[src/rtl/spi_controller.sv]
// spi_controller: initiator for the write-only SPI register link.
// Each accepted request becomes one 16-bit SPI mode-0 frame, MSB first:
//   bit 15 = 1 (write), bits 14:8 = register address, bits 7:0 = data.
// Optional feature macro: SPI_CTRL_ADDR_CHECK_EN. When defined, requests
// whose address is above 7'h04 are accepted but dropped: no frame is sent
// and err pulses for one cycle. When undefined, every address is sent and
// err is tied to 0.
//
// Request handshake: a request transfers on a rising clk edge where
// req_valid and req_ready are both high. req_addr/req_data are sampled only
// on that edge. req_ready is high only while idle, so requests presented
// during a frame or the inter-frame gap wait (nothing is queued).
//
// Every output comes straight from a flop. The flops are loaded from the
// next-state decode, so outputs change on the same edge as the state.
module spi_controller #(
  parameter int HALF_PERIOD = 4,
  parameter int GAP_CYCLES  = 4
) (
  input  logic       clk,
  input  logic       rst,
  input  logic       req_valid,
  output logic       req_ready,
  input  logic [6:0] req_addr,
  input  logic [7:0] req_data,
  output logic       busy,
  output logic       done,
  output logic       err,
  output logic       sclk,
  output logic       ncs,
  output logic       copi,
  output logic [2:0] dbg_state
);

  typedef enum logic [2:0] {
    ST_IDLE    = 3'd0,
    ST_SETUP   = 3'd1,
    ST_SCLK_HI = 3'd2,
    ST_SCLK_LO = 3'd3,
    ST_HOLD    = 3'd4,
    ST_GAP     = 3'd5
  } state_t;

  localparam int PW = (HALF_PERIOD > 1) ? $clog2(HALF_PERIOD) : 1;
  localparam int GW = (GAP_CYCLES > 1) ? $clog2(GAP_CYCLES) : 1;
  localparam logic [PW-1:0] PH_LAST  = PW'(HALF_PERIOD - 1);
  localparam logic [GW-1:0] GAP_LAST = GW'(GAP_CYCLES - 1);

  // State and datapath registers
  state_t        r_state;
  logic [PW-1:0] r_phase;
  logic [GW-1:0] r_gap;
  logic [3:0]    r_bit;
  logic [15:0]   r_shift;

  // Output registers
  logic r_ready;
  logic r_busy;
  logic r_done;
  logic r_sclk;
  logic r_ncs;
  logic r_copi;

  // Next-state values
  state_t        w_state_nxt;
  logic [PW-1:0] w_phase_nxt;
  logic [GW-1:0] w_gap_nxt;
  logic [3:0]    w_bit_nxt;
  logic [15:0]   w_shift_nxt;
  logic          w_done_nxt;
  logic          w_ready_nxt;
  logic          w_sclk_nxt;
  logic          w_ncs_nxt;
  logic          w_copi_nxt;
  logic          w_in_frame;

  logic w_hs;
  logic w_bad_addr;
  logic w_phase_last;
  logic w_gap_last;

  assign w_hs         = req_valid & r_ready;
  assign w_phase_last = (r_phase == PH_LAST);
  assign w_gap_last   = (r_gap == GAP_LAST);

`ifdef SPI_CTRL_ADDR_CHECK_EN
  // Only registers 0x00..0x04 exist in the peripheral.
  assign w_bad_addr = (req_addr > 7'h04);
`else
  assign w_bad_addr = 1'b0;
`endif

  // Next-state, counter and output decode
  always_comb begin
    w_state_nxt = r_state;
    w_phase_nxt = r_phase;
    w_gap_nxt   = r_gap;
    w_bit_nxt   = r_bit;
    w_shift_nxt = r_shift;
    w_done_nxt  = 1'b0;

    case (r_state)
      ST_IDLE: begin
        w_phase_nxt = '0;
        w_gap_nxt   = '0;
        if (w_hs && !w_bad_addr) begin
          w_state_nxt = ST_SETUP;
          w_shift_nxt = {1'b1, req_addr, req_data};
          w_bit_nxt   = 4'd15;
        end
      end

      // nCS low with bit 15 on COPI before the first SCLK rise
      ST_SETUP: begin
        if (w_phase_last) begin
          w_state_nxt = ST_SCLK_HI;
          w_phase_nxt = '0;
        end else begin
          w_phase_nxt = r_phase + PW'(1);
        end
      end

      // Peripheral samples COPI on entry to this phase
      ST_SCLK_HI: begin
        if (w_phase_last) begin
          w_phase_nxt = '0;
          if (r_bit == 4'd0) begin
            w_state_nxt = ST_HOLD;
          end else begin
            w_state_nxt = ST_SCLK_LO;
            w_bit_nxt   = r_bit - 4'd1;
            w_shift_nxt = {r_shift[14:0], 1'b0};
          end
        end else begin
          w_phase_nxt = r_phase + PW'(1);
        end
      end

      // COPI moved to the next bit on entry; held for the whole low phase
      ST_SCLK_LO: begin
        if (w_phase_last) begin
          w_state_nxt = ST_SCLK_HI;
          w_phase_nxt = '0;
        end else begin
          w_phase_nxt = r_phase + PW'(1);
        end
      end

      // Keep bit 0 stable after the last rise before releasing nCS
      ST_HOLD: begin
        if (w_phase_last) begin
          w_state_nxt = ST_GAP;
          w_phase_nxt = '0;
          w_gap_nxt   = '0;
          w_done_nxt  = 1'b1;
        end else begin
          w_phase_nxt = r_phase + PW'(1);
        end
      end

      // nCS high; the peripheral commits the frame on this rising edge
      ST_GAP: begin
        if (w_gap_last) begin
          w_state_nxt = ST_IDLE;
          w_gap_nxt   = '0;
        end else begin
          w_gap_nxt = r_gap + GW'(1);
        end
      end

      default: begin
        w_state_nxt = ST_IDLE;
        w_phase_nxt = '0;
        w_gap_nxt   = '0;
      end
    endcase

    w_in_frame  = (w_state_nxt == ST_SETUP)   || (w_state_nxt == ST_SCLK_HI) ||
                  (w_state_nxt == ST_SCLK_LO) || (w_state_nxt == ST_HOLD);
    w_ncs_nxt   = ~w_in_frame;
    w_sclk_nxt  = (w_state_nxt == ST_SCLK_HI);
    w_copi_nxt  = w_in_frame & w_shift_nxt[15];
    // A dropped request still takes req_ready low for the cycle after it.
    w_ready_nxt = (w_state_nxt == ST_IDLE) && !(w_hs && w_bad_addr);
  end

  // State, counters and registered outputs
  always_ff @(posedge clk or posedge rst) begin
    if (rst) begin
      r_state <= ST_IDLE;
      r_phase <= '0;
      r_gap   <= '0;
      r_bit   <= 4'd0;
      r_shift <= 16'h0000;
      r_ready <= 1'b1;
      r_busy  <= 1'b0;
      r_done  <= 1'b0;
      r_sclk  <= 1'b0;
      r_ncs   <= 1'b1;
      r_copi  <= 1'b0;
    end else begin
      r_state <= w_state_nxt;
      r_phase <= w_phase_nxt;
      r_gap   <= w_gap_nxt;
      r_bit   <= w_bit_nxt;
      r_shift <= w_shift_nxt;
      r_ready <= w_ready_nxt;
      r_busy  <= ~w_ready_nxt;
      r_done  <= w_done_nxt;
      r_sclk  <= w_sclk_nxt;
      r_ncs   <= w_ncs_nxt;
      r_copi  <= w_copi_nxt;
    end
  end

`ifdef SPI_CTRL_ADDR_CHECK_EN
  logic r_err;

  // One-cycle pulse for each dropped out-of-range request
  always_ff @(posedge clk or posedge rst) begin
    if (rst) begin
      r_err <= 1'b0;
    end else begin
      r_err <= (r_state == ST_IDLE) && w_hs && w_bad_addr;
    end
  end

  assign err = r_err;
`else
  assign err = 1'b0;
`endif

  assign req_ready = r_ready;
  assign busy      = r_busy;
  assign done      = r_done;
  assign sclk      = r_sclk;
  assign ncs       = r_ncs;
  assign copi      = r_copi;
  assign dbg_state = r_state;

endmodule

[config.mk]
export PLATFORM = sky130hd
export DESIGN_NAME = spi_controller
export DESIGN_NICKNAME = d
export VERILOG_FILES = /design/src/rtl/spi_controller.sv
export SDC_FILE = /design/constraint.sdc
export NUM_CORES = 1
export LEC_CHECK = 0
export BUFFER_PORTS_ARGS = -buffer_cell sky130_fd_sc_hd__buf_2
export CAP_MARGIN = 0
export CORE_UTILIZATION = 31
export CTS_CLUSTER_SIZE = 14
export DETAILED_ROUTE_END_ITERATION = 10
export GPL_TIMING_DRIVEN = 1
export PLACE_DENSITY = 0.58
export SLEW_MARGIN = 20
export SYNTH_ARGS = -nofsm -noshare
export SYNTH_HDL_FRONTEND = slang
export SYNTH_SLANG_ARGS = --single-unit
[constraint.sdc]
create_clock -name clk -period 2.6 [get_ports clk]
set_input_delay 0.39 -clock clk [delete_from_list [all_inputs] [get_ports clk]]
set_output_delay 0.39 -clock clk [all_outputs]
set_load 0.01 [all_outputs]
# Word-level counts from Yosys, hierarchy flattened
# Cells that the tools add are included.
[totals]
register_bits = 33
inputBits = 18
output_inout_bits = 10
wordCells = 69
[classes]
n_addsub = 3
n_eq_ne = 15
mux = 22
bitwise = 5
n_reduce_logical = 12
[ops]
columns = ["op", "n"]
rows = [
  ["$mux W16", 3],
  ["$pmux W16 S2", 1],
  ["$mux W3", 6],
  ["$pmux W3 S5", 1],
  ["$eq A3 B2 Y1 const B", 4],
  ["$mux W4", 3],
  ["$eq A3 B3 Y1 const B", 3],
  ["$ne A2 B2 Y1 const B", 4],
  ["$pmux W4 S2", 1],
  ["$eq A3 B1 Y1 const B", 2],
  ["$logic_not A3 Y1", 2],
  ["$mux W2", 3],
  ["$pmux W2 S3", 1],
  ["$add A2 B1 Y2 const B", 2],
  ["$eq A2 B2 Y1 const B", 2],
  ["$logic_not A4 Y1", 1],
  ["$pmux W2 S2", 1],
  ["$reduce_and A4 Y1", 1],
  ["$reduce_or A4 Y1", 1],
  ["$sub A4 B1 Y4 const B", 1],
  ["$logic_or A1 B1 Y1", 3],
  ["$not A1 Y1", 3],
  ["$reduce_or A3 Y1", 1],
  ["$and A1 B1 Y1", 2],
  ["4 further kinds", 5],
]

# Depth between registers and ports, before layout
# Gate-level depths: netlist (run 1).
[depth]
word_depth = 9
depth_mapped = 7
ltp_nobuf = 6

# Worst setup path before layout (run 1)
# Ideal clock, no wire load.
[synth_timing]
path_type = "reg-to-reg"
from = "register r_bit[0]"
to = "register r_busy (netlist: busy)"
setup_time_ns = 0.124
arrival_ns = 1.747
t_required_ns = 2.476
setup_slack_ns = 0.729
path_stages_with_launch = 8
path_buffers = 1
period_less_slack_ns = 1.871
cell_sequence = "dfrtp_1 inv_1 ha_1 or3b_1 and3_4 buf_6 nand4bb_4 or2_1"
[synth_between]
elab_chain_cells = 6
[synth_rtl]
columns = ["item", "line", "rtl"]
rows = [
  ["start: declaration", "53", "logic [3:0] r_bit;"],
  ["start signal: assignment", "205", "r_bit <= w_bit_nxt;"],
  ["$logic_not A4 Y1", "127", "if (r_bit == 4'd0) begin"],
  ["$mux W3", "127", ""],
  ["$mux W3", "125", "if (w_phase_last) begin"],
  ["$pmux W3 S5", "102", "case (r_state)"],
  ["net w_state_nxt[0]", "65", "state_t w_state_nxt;"],
  ["$logic_not A3 Y1", "184", "w_ready_nxt = (w_state_nxt == ST_IDLE) && !(w_hs && w_bad_addr);"],
  ["$not A1 Y1", "208", "r_busy <= ~w_ready_nxt;"],
  ["end signal: assignment", "208", ""],
  ["end: declaration", "58", "logic r_busy;"],
]
# The timed path passes the listed nets, and every way through them passes these cells.
# A chain may end at the register's enable or synchronous reset.

# Worst setup path after layout (run 1)
[layout_timing]
from = "register r_phase[0]"
to = "register r_busy (netlist: busy)"
[layout_between]
elab_chain_cells = 5
elab_cells_between_ends = 7
classes_between = "eq/ne (1); mux (4); bitwise (1); reduce/logical (1)"
[layout_rtl]
columns = ["item", "line", "rtl"]
rows = [
  ["start: declaration", "51", "logic [PW-1:0] r_phase;"],
  ["start signal: assignment", "203", "r_phase <= w_phase_nxt;"],
  ["$eq A2 B2 Y1 (*)", "83", "assign w_phase_last = (r_phase == PH_LAST);"],
  ["$mux W3, on equally long branches", "--", ""],
  ["$pmux W3 S5 (*)", "102", ""],
  ["net w_state_nxt[1]", "65", ""],
  ["$logic_not A3 Y1 (*)", "184", ""],
  ["$not A1 Y1 (*)", "208", ""],
]
# Mark *: on every way through the listed nets, which the timed path passes. The rest lies on a longest branch.

==> results.ini, run 1 <==
[run_status]
outcome=finished clean

[power]
p_leak_nw=0.994
cellPowerDensity_nw_per_um2=498
irDropWorstVdd_mv=0.256

[global_routing]
grt_overflow=0
grt_pass1_vias=1209
grt_pass1_wl_um=5410
grt_max_degree=34
grt_usage_pct=13.1
antenna_found_initial=0

[clocking]
cts_resized=0
post_cts_buffers=0
tritoncts=done
clock_sinks=33
cts_max_level=2
postCtsHoldBufs=0
insertion_delay_ns=0.28
clock_path_buffers=2
path_clk_slew_ns=0.07
cts_buffers=5
root_buffer=clkbuf_8

[min_path]
min_path_type=in2async

[synthesis]
yosysSeqAreaShare_pct=52.2
ys_warn_count=0
postSynth.asyncResetShare_pct=100
syn_nets=159
ys.flop_type=dfrtp_1
synth_edf_count=0
synth_seq_cells=33
synth.distinct_cells=41
synth_area_um2=1590
synthesis.instances=137
synth_area_per_cell_um2=11.6

[sta]
finalHoldViolCount=0
finalCritPeriodShare_pct=76.3
finalClockSkew_ns=0.00444
setup_tns_ns=0
rsz0062_at_grt=false
post-route-min-period_ns=1.99
whs_ns=0.193
setup_viol=0
maxSlewViolCount=0
fmax_mhz=504

[floorplan]
die_h_um=73.5
io_pins=28
start_util_pct=32.9
dieArea_um2=5400
fp-row-count=25
core_area_um2=4820
die_w_um=73.5

[worst_setup_path]
required_ns=2.76
path_class=reg2reg
arrival_ns=2.15
endpoint_kind=register
path_max_fanout=7
startpoint_type=register
cp_slowest_cell=nor4bb_1
reg2reg_from=r_phase[0]$_DFFE_PP0P_
cpPeakStageDelay_ns=0.44
path_cells=ha_1 -> nor4bb_1 -> o22ai_1 -> or2_2 -> or2_1
reg2regPathDepth=5
r2r-end=busy$_DFF_PP0_
r2r_slack_ns=0.61

[layout]
regArea_um2=828
nets=187
mostFrequentLayoutCells=dfrtp_1 (31), buf_2 (26), a22o_1 (19)
multi_input_area_um2=688
synthToLayoutAreaGrowth_pct=17.7
drive_above_1_share_pct=26.5
final_common_cell=dfrtp_1
fillers=503
antenna_cells=0

[detailed_routing]
ant_nets=0
wirelength_um=3110
drc=0
wl_per_cell_um=13.4
avgViaCountPerCell=4.99
vias=1162
dr.first_iter.drc_count=71
dr.pass1.iters=4

[placement]
place_congestion=0.785
dp_hpwl_um=2160
port_buffers=26

[flow_run]
drv_cap=0

worst max-delay path by stage:
stage                                start             end  cells after the start  slack, ns
floorplan             r_bit[0]$_DFFE_PP0P_  busy$_DFF_PP0_                      7       0.73
global placement      r_bit[0]$_DFFE_PP0P_  busy$_DFF_PP0_                      6       0.69
detailed placement  r_phase[0]$_DFFE_PP0P_  busy$_DFF_PP0_                      5       0.63
CTS                   r_bit[0]$_DFFE_PP0P_  busy$_DFF_PP0_                      6       0.63
global route        r_phase[0]$_DFFE_PP0P_  busy$_DFF_PP0_                      5       0.51
finish              r_phase[0]$_DFFE_PP0P_  busy$_DFF_PP0_                      5       0.61
critical path, delay by kind of cell (launching register included):
| kind | cells | cell delay (ns) |
|---|---|---|
| and+or+nand+nor | 3 | 0.99 |
| DFF | 1 | 0.42 |
| adders and majority gates | 1 | 0.30 |
| AOI/OAI and AO/OA | 1 | 0.17 |
cell usage after synthesis, drive strengths merged, types with 2 or more instances:
master / count / area, um2
dfrtp: 31 / 776
a22o: 19 / 166
a21o: 14 / 105
buf: 6 / 38.8
inv: 6 / 22.5
nand2: 6 / 22.5
o21ai: 6 / 30.0
ha: 4 / 50.1
nand2b: 4 / 25.0
nor2: 4 / 17.5
nor2b: 4 / 25.0
nor3b: 3 / 27.5
o31ai: 3 / 22.5
a211o: 2 / 17.5
clkbuf: 2 / 7.51
dfstp: 2 / 52.6
nor3: 2 / 10.0
or2: 2 / 12.5
state kept, by name, summed over array words and instances (netlist names):
signal / count
done: 1
r_gap: 2
ncs: 1
r_phase: 2
sclk: 1
r_shift: 16
dbg_state: 3
req_ready: 1
r_bit: 4
busy: 1
copi: 1
metrics by stage:
stage               area [um2]  utilization [%]  total power [mW]  std cells  worst slack [ns]
finish                    1870             38.7             0.930        233             0.615
global route              1870             38.7             0.975        233             0.509
CTS                       1870             38.7             0.948        233             0.628
detailed placement        1780             36.9             0.548        225             0.631
global placement          1780             36.9             0.548        225             0.692
floorplan                 1590                -             0.532        137             0.729
logic make-up (layout without fill, tap and decap cells):
family	Yosys count	in the layout	synth area share, %
compound gates	50	50	24.4
xor+xnor	1	1	0.553
fa+ha+maj	4	4	3.16
buf+inv	14	43	4.34
flops	33	33	52.2
mux	1	1	0.710
other cells	1	1	0.237
simple gates	33	33	14.4
power by group:
group	total, mW	leakage (nW)	switching (mW)	internal [mW]
combinational	0.0241	0.520	0.0142	0.00992
sequential	0.514	0.429	0	0.514
clock	0.392	0.0455	0.176	0.216
cell type report:
type	instances	area share, %
flip-flops and latches	33	44.4
multi-input cells	90	36.9
repair buffers	29	8.18
clock buffers	8	4.83
well taps	67	4.49
inverters	6	1.21
per-layer routing:
metal / vias up / share of wire, % / track usage (%)
met5: - / 0 / 0
met4: 0 / 0.22 / 3.85
met3: 2 / 5.9 / 3.70
met2: 35 / 50 / 22.5
met1: 568 / 44 / 15.9
li1: 557 / - / -
Note: power is estimated with default switching activity, not from simulation.
==> inputs of run 2 (changes only) <==
--- a/config.mk
+++ b/config.mk
@@ -11,7 +11,7 @@
 export CTS_CLUSTER_SIZE = 14
 export DETAILED_ROUTE_END_ITERATION = 10
 export GPL_TIMING_DRIVEN = 1
-export PLACE_DENSITY = 0.58
+export PLACE_DENSITY = 0.6
 export SLEW_MARGIN = 20
 export SYNTH_ARGS = -nofsm -noshare
 export SYNTH_HDL_FRONTEND = slang
==> constraint.sdc (replaced) <==
create_clock -name clk -period 1.7 [get_ports clk]
set_input_delay 0.255 -clock clk [delete_from_list [all_inputs] [get_ports clk]]
set_output_delay 0.255 -clock clk [all_outputs]
set_load 0.01 [all_outputs]
==> results.ini, run 2 (synthesized netlist as in run 1, its figures left out) <==
[run_status]
outcome=complete, but fails checks  ; was finished clean
violations=hold timing, setup timing

[worst_setup_path]
r2r-end=r_bit[1]$_DFFE_PP0P_  ; was busy$_DFF_PP0_
path_cells=inv_1 -> ha_2 -> or3b_4 -> and3_4 -> nor2_2 -> mux2_2  ; was ha_1 -> nor4bb_1 -> o22ai_1 -> or2_2 -> or2_1
path_max_fanout=5  ; was 7
startpoint_type=register  ; unchanged
reg2regPathDepth=6  ; was 5
arrival_ns=1.98  ; was 2.15 ns
endpoint_kind=register  ; unchanged
reg2reg_from=r_bit[1]$_DFFE_PP0P_  ; was r_phase[0]$_DFFE_PP0P_
cpPeakStageDelay_ns=0.40  ; was 0.44 ns
cp_slowest_cell=or3b_4  ; was nor4bb_1
r2r_slack_ns=-0.11  ; was 0.61 ns
required_ns=1.86  ; was 2.76 ns
path_class=reg2reg  ; unchanged

[detailed_routing]
ant_nets=0  ; unchanged
dr.first_iter.drc_count=49  ; was 71
wirelength_um=3360  ; was 3110 um
drc=0  ; unchanged
avgViaCountPerCell=4.87  ; was 4.99
wl_per_cell_um=13.1  ; was 13.4 um
vias=1247  ; was 1162
dr.pass1.iters=4  ; unchanged

[min_path]
min_path_type=in2async  ; unchanged

[global_routing]
grt_overflow=0  ; unchanged
grt_usage_pct=14.0  ; was 13.1%
grt_pass1_wl_um=5800  ; was 5410 um
antenna_found_initial=0  ; unchanged
grt_max_degree=23  ; was 34
grt_pass1_vias=1284  ; was 1209

[sta]
whs_ns=-0.00154  ; was 0.193 ns
tightest_slew_ns=0.507
finalHoldViolCount=5  ; was 0
post-route-min-period_ns=1.81  ; was 1.99 ns
maxSlewViolCount=0  ; unchanged
relSlewSlack_pct=66.2
setup_viol=21  ; was 0
finalClockSkew_ns=0.00517  ; was 0.00444 ns
setup_tns_ns=-1.53  ; was 0 ns
fmax_mhz=552  ; was 504 MHz
setup_ws_ns=-0.113  ; was 0.615 ns
finalCritPeriodShare_pct=107  ; was 76.3%
rsz0062_at_grt=true  ; was false

[layout]
regArea_um2=828  ; unchanged
final_core_util_pct=44.0  ; was 38.7%
drive_above_1_share_pct=39.2  ; was 26.5%
multi_input_area_um2=738  ; was 688 um2
largest_reg_flops=16  ; unchanged
mostFrequentLayoutCells=dfrtp_1 (31), buf_2 (26), buf_4 (21)  ; was dfrtp_1 (31), buf_2 (26), a22o_1 (19)
synthToLayoutAreaGrowth_pct=33.7  ; was 17.7%
antenna_cells=0  ; unchanged
final_common_cell=dfrtp_1  ; unchanged
largest_register=r_shift  ; unchanged
nets=210  ; was 187
fillers=490  ; was 503

[placement]
dp_slack_ns=-0.144  ; was 0.631 ns
dp_hpwl_um=2410  ; was 2160 um
port_buffers=26  ; unchanged
place_congestion=0.734  ; was 0.785

[floorplan]
dieArea_um2=5400  ; unchanged
core_area_um2=4820  ; unchanged
die_w_um=73.5  ; unchanged
fp-row-count=25  ; unchanged
die_h_um=73.5  ; unchanged
io_pins=28  ; unchanged
start_util_pct=32.9  ; unchanged

[clocking]
root_buffer=clkbuf_8  ; unchanged
tritoncts=done  ; unchanged
insertion_delay_ns=0.28  ; about the same
path_clk_slew_ns=0.07  ; about the same
cts_max_level=2  ; unchanged
clock_path_buffers=2  ; unchanged
clock_sinks=33  ; unchanged
cts_buffers=5  ; unchanged

[power]
irDropWorstVdd_mv=0.468  ; was 0.256 mV
cellPowerDensity_nw_per_um2=742  ; was 498 nW/um2
p_leak_nw=1.14  ; was 0.994 nW
power_mw=1.57  ; was 0.930 mW

[flow_run]
drv_cap=0  ; unchanged

==> run 2: worst max path at each step <==
stage	endpoint	from	slack, ns	cells past startpoint
global placement	r_bit[1]$_DFFE_PP0P_	r_bit[1]$_DFFE_PP0P_	-0.09	6
finish	r_bit[1]$_DFFE_PP0P_	r_bit[1]$_DFFE_PP0P_	-0.11	6
CTS	r_bit[1]$_DFFE_PP0P_	r_bit[1]$_DFFE_PP0P_	-0.10	6
floorplan	r_bit[1]$_DFFE_PP0P_	r_bit[0]$_DFFE_PP0P_	-0.15	6
detailed placement	sclk$_DFF_PP0_	r_bit[0]$_DFFE_PP0P_	-0.14	7
global route	copi$_DFF_PP0_	r_bit[1]$_DFFE_PP0P_	-0.19	6
==> run 2: power breakdown <==
group	internal (mW)	switching, mW	leakage (nW)	total (mW)
combinational	0.0181	0.0223	0.653	0.0404
clock	0.478	0.269	0.0585	0.747
sequential	0.785	0	0.429	0.785
==> run 2: routing by layer <==
metal	share of wire (%)	routed length, um	up-vias	track usage [%]
li1	-	-	607	-
met1	46	1550	606	17.6
met2	49	1640	30	23.9
met3	4.7	159	4	4.12
met4	0.42	14	0	3.21
met5	0	0	-	0
==> run 2: worst max-delay path: cells and delay by family (launching register included) <==
family | cells | cell delay, ns
fa+ha+maj | 1 | 0.18
buf+inv | 1 | 0.06
flops | 1 | 0.38
mux | 1 | 0.34
simple gates | 3 | 0.74
==> run 2: cell type report <==
| class | count | area share [%] |
|---|---|---|
| Inverter | 6 | 1.06 |
| Clock inverter | 1 | 1.42 |
| Clock buffer | 7 | 4.07 |
| Multi-Input combinational cell | 92 | 34.8 |
| Tap cell | 67 | 3.96 |
| Sequential cell | 33 | 39.1 |
| Timing Repair Buffer | 50 | 15.6 |
==> run 2: what timing repair did <==
action                                  in CTS  in global routing
buffers inserted                             1                  1
hold buffers                                 0                  0
pin swaps                                    0                  2
gates cloned                                 2                  0
gates resized for setup                      8                  1
endpoints found under the setup margin      23                 25
==> run 2: per-stage QoR <==
stage | area [um2] | instances
finish | 2120 | 256
global route | 2120 | 256
CTS | 2110 | 255
detailed placement | 1940 | 244
global placement | 1940 | 244
floorplan | 1590 | 137
==> inputs of run 3 (changes only) <==
--- a/config.mk
+++ b/config.mk
@@ -5,6 +5,7 @@
 export SDC_FILE = /design/constraint.sdc
 export NUM_CORES = 1
 export LEC_CHECK = 0
+export ABC_AREA = 1
 export BUFFER_PORTS_ARGS = -buffer_cell sky130_fd_sc_hd__buf_2
 export CAP_MARGIN = 0
 export CORE_UTILIZATION = 31
==> results.ini, run 3 <==
[floorplan]
core_area_um2=4820  ; unchanged
fp-row-count=25  ; unchanged
die_w_um=73.5  ; about the same
dieArea_um2=5400  ; about the same
io_pins=28  ; unchanged
die_h_um=73.5  ; about the same
start_util_pct=32.9  ; about the same

[worst_setup_path]
path_class=reg2reg  ; unchanged
crit_end=r_shift[3]$_DFFE_PP0P_  ; was r_bit[1]$_DFFE_PP0P_
endpoint_kind=register  ; unchanged
cp_slowest_cell=dfrtp_1  ; was or3b_4
path_cells=inv_1 -> ha_2 -> nand2_1 -> nor2_4 -> nor2_4 -> buf_4 -> a22oi_1 -> nand2_1  ; was inv_1 -> ha_2 -> or3b_4 -> and3_4 -> nor2_2 -> mux2_2
required_ns=1.88  ; was 1.86 ns
arrival_ns=1.70  ; was 1.98 ns
reg2regPathDepth=8  ; was 6
r2r-end=r_shift[3]$_DFFE_PP0P_  ; was r_bit[1]$_DFFE_PP0P_
path_max_fanout=16  ; was 5
worstSetupStartpoint=r_bit[0]$_DFFE_PP0P_  ; was r_bit[1]$_DFFE_PP0P_
reg2reg_from=r_bit[0]$_DFFE_PP0P_  ; was r_bit[1]$_DFFE_PP0P_
r2r_slack_ns=0.18  ; was -0.11 ns
startpoint_type=register  ; unchanged
cpPeakStageDelay_ns=0.39  ; was 0.40 ns

[clocking]
cts_buffers=5  ; unchanged
clock_path_buffers=2  ; unchanged
insertion_delay_ns=0.29  ; was 0.28 ns
cts_max_level=2  ; unchanged
post_cts_buffers=0  ; was 1
path_clk_slew_ns=0.07  ; about the same
root_buffer=clkbuf_8  ; unchanged
tritoncts=done  ; unchanged
clock_sinks=33  ; unchanged

[global_routing]
antenna_found_initial=0  ; unchanged
grt_pass1_wl_um=5250  ; was 5800 um
grt_max_degree=34  ; was 23
grt_pass1_vias=1119  ; was 1284
grt_usage_pct=13.3  ; was 14.0%
grt_overflow=0  ; unchanged

[layout]
mostFrequentLayoutCells=nand2_1 (36), dfrtp_1 (31), buf_2 (26)  ; was dfrtp_1 (31), buf_2 (26), buf_4 (21)
final_area_um2=1870  ; was 2120 um2
largest_reg_flops=16  ; unchanged
nets=222  ; was 210
final_common_cell=nand2_1  ; was dfrtp_1
synthToLayoutAreaGrowth_pct=18.0  ; was 33.7%
drive_above_1_share_pct=33.3  ; was 39.2%
final_cells=268  ; was 256
largest_register=r_shift  ; unchanged
antenna_cells=0  ; unchanged

[synthesis]
synthesis.instances=170  ; was 137
synth_area_leaders=dfrtp_1 (49%), nand2_1 (8.5%), a22oi_1 (6.6%), nand2_2 (4.3%), inv_1 (4.3%)  ; was dfrtp_1 (49%), a22o_1 (10%), a21o_1 (6.6%), dfstp_2 (3.3%), ha_1 (3.2%)
ys_warn_count=0  ; unchanged
syn_nets=192  ; was 159
synth.largest_area_cell=dfrtp_1  ; unchanged
postSynth.asyncResetShare_pct=100  ; unchanged
synth_area_per_cell_um2=9.32  ; was 11.6 um2
synth_most_common_cell=nand2_1  ; was dfrtp_1
synth_edf_count=0  ; unchanged
synth.distinct_cells=28  ; was 41
yosysTopAreaCellShare_pct=49.0  ; was 48.9%
synth_common_cells=nand2_1 (36), dfrtp_1 (31), inv_1 (18)  ; was dfrtp_1 (31), a22o_1 (19), a21o_1 (14)
synth_seq_cells=33  ; unchanged
yosysSeqAreaShare_pct=52.3  ; was 52.2%
ys.flop_type=dfrtp_1  ; unchanged
synth_area_um2=1580  ; was 1590 um2

[power]
irDropWorstVdd_mv=0.326  ; was 0.468 mV
p_leak_nw=0.958  ; was 1.14 nW
cellPowerDensity_nw_per_um2=753  ; was 742 nW/um2

[sta]
whs_ns=0.0347  ; was -0.00154 ns
setup_tns_ns=0  ; was -1.53 ns
finalHoldViolCount=0  ; was 5
setup_viol=0  ; was 21
maxSlewViolCount=0  ; unchanged
finalClockSkew_ns=0.00788  ; was 0.00517 ns
fmax_mhz=660  ; was 552 MHz
rsz0062_at_grt=false  ; was true
finalCritPeriodShare_pct=89.2  ; was 107%
post-route-min-period_ns=1.52  ; was 1.81 ns

[detailed_routing]
ant_nets=0  ; unchanged
avgViaCountPerCell=4.38  ; was 4.87
wl_per_cell_um=11.3  ; was 13.1 um
vias=1175  ; was 1247
dr.pass1.iters=4  ; unchanged
dr.first_iter.drc_count=72  ; was 49
wirelength_um=3040  ; was 3360 um
drc=0  ; unchanged

[min_path]
min_path_type=in2async  ; unchanged

[placement]
port_buffers=26  ; unchanged
placedCellCount=260  ; was 244
place_congestion=0.784  ; was 0.734
dp_hpwl_um=2130  ; was 2410 um
placed_area_um2=1770  ; was 1940 um2

[flow_run]
drv_cap=0  ; unchanged

[run_status]
outcome=finished clean  ; was complete, but fails checks

==> run 3: report_power, final <==
| part | switching, mW | leakage [nW] | internal [mW] |
|---|---|---|---|
| Combinational | 0.0224 | 0.485 | 0.0156 |
| Sequential | 0 | 0.429 | 0.785 |
| Clock | 0.302 | 0.0439 | 0.282 |
==> run 3: cells by family after synthesis <==
| family | synth area share (%) |
|---|---|
| adder cells (fa/ha/maj) | 3.16 |
| AND/OR/NAND/NOR | 25.0 |
| buffers and inverters | 8.21 |
| AO/OA/AOI/OAI | 11.1 |
| flip-flops | 52.3 |
| other | 0.237 |
==> run 3: stage by stage <==
stage | util [%] | setup slack [ns] | power [mW]
floorplan | - | 0.259 | 0.814
global placement | 36.8 | 0.173 | 0.840
global route | 38.8 | 0.00700 | 1.46
finish | 38.8 | 0.184 | 1.41
CTS | 38.6 | 0.0960 | 1.42
detailed placement | 36.8 | 0.0990 | 0.840
==> run 3: area by class of cell <==
class | instances | area [um2]
sequential | 33 | 828
multi-input combinational | 109 | 637
clock buffer | 5 | 68.8
clock inverter | 3 | 17.5
inverter | 23 | 88.8
fill | 511 | 2950
timing repair buffer | 28 | 145
tap | 67 | 83.8
==> run 3: how the worst min path moves through the flow <==
stage	slack, ns	startpoint	to
after global placement	0.37	rst	r_shift[7]$_DFFE_PP0P_
after detailed placement	0.37	rst	r_shift[9]$_DFFE_PP0P_
after global routing	0.11	rst	r_shift[9]$_DFFE_PP0P_
final	0.03	rst	r_shift[6]$_DFFE_PP0P_
after floorplan	0.37	req_data[0]	r_shift[0]$_DFFE_PP0P_
after CTS	0.05	rst	r_shift[9]$_DFFE_PP0P_
==> run 3: routing by layer <==
metal / share of wire [%] / vias to the layer above / track usage (%)
met5: 0 / - / 0
met4: 2.5 / 0 / 7.05
met3: 3.1 / 6 / 4.25
met2: 46 / 15 / 19.4
met1: 48 / 547 / 17.6
li1: - / 607 / -
==> run 3: timing repair <==
action,in CTS,in global routing
setup endpoints to repair,0,16
resized for setup,0,3
hold buffers,0,0
==> run 3: worst max-delay path: cells and delay by family, from the launching register on <==
kind / cells / cell delay [ns]
buffers and inverters: 2 / 0.27
flip-flops: 1 / 0.39
AND/OR/NAND/NOR: 4 / 0.33
AO/OA/AOI/OAI: 1 / 0.20
adder cells (fa/ha/maj): 1 / 0.21
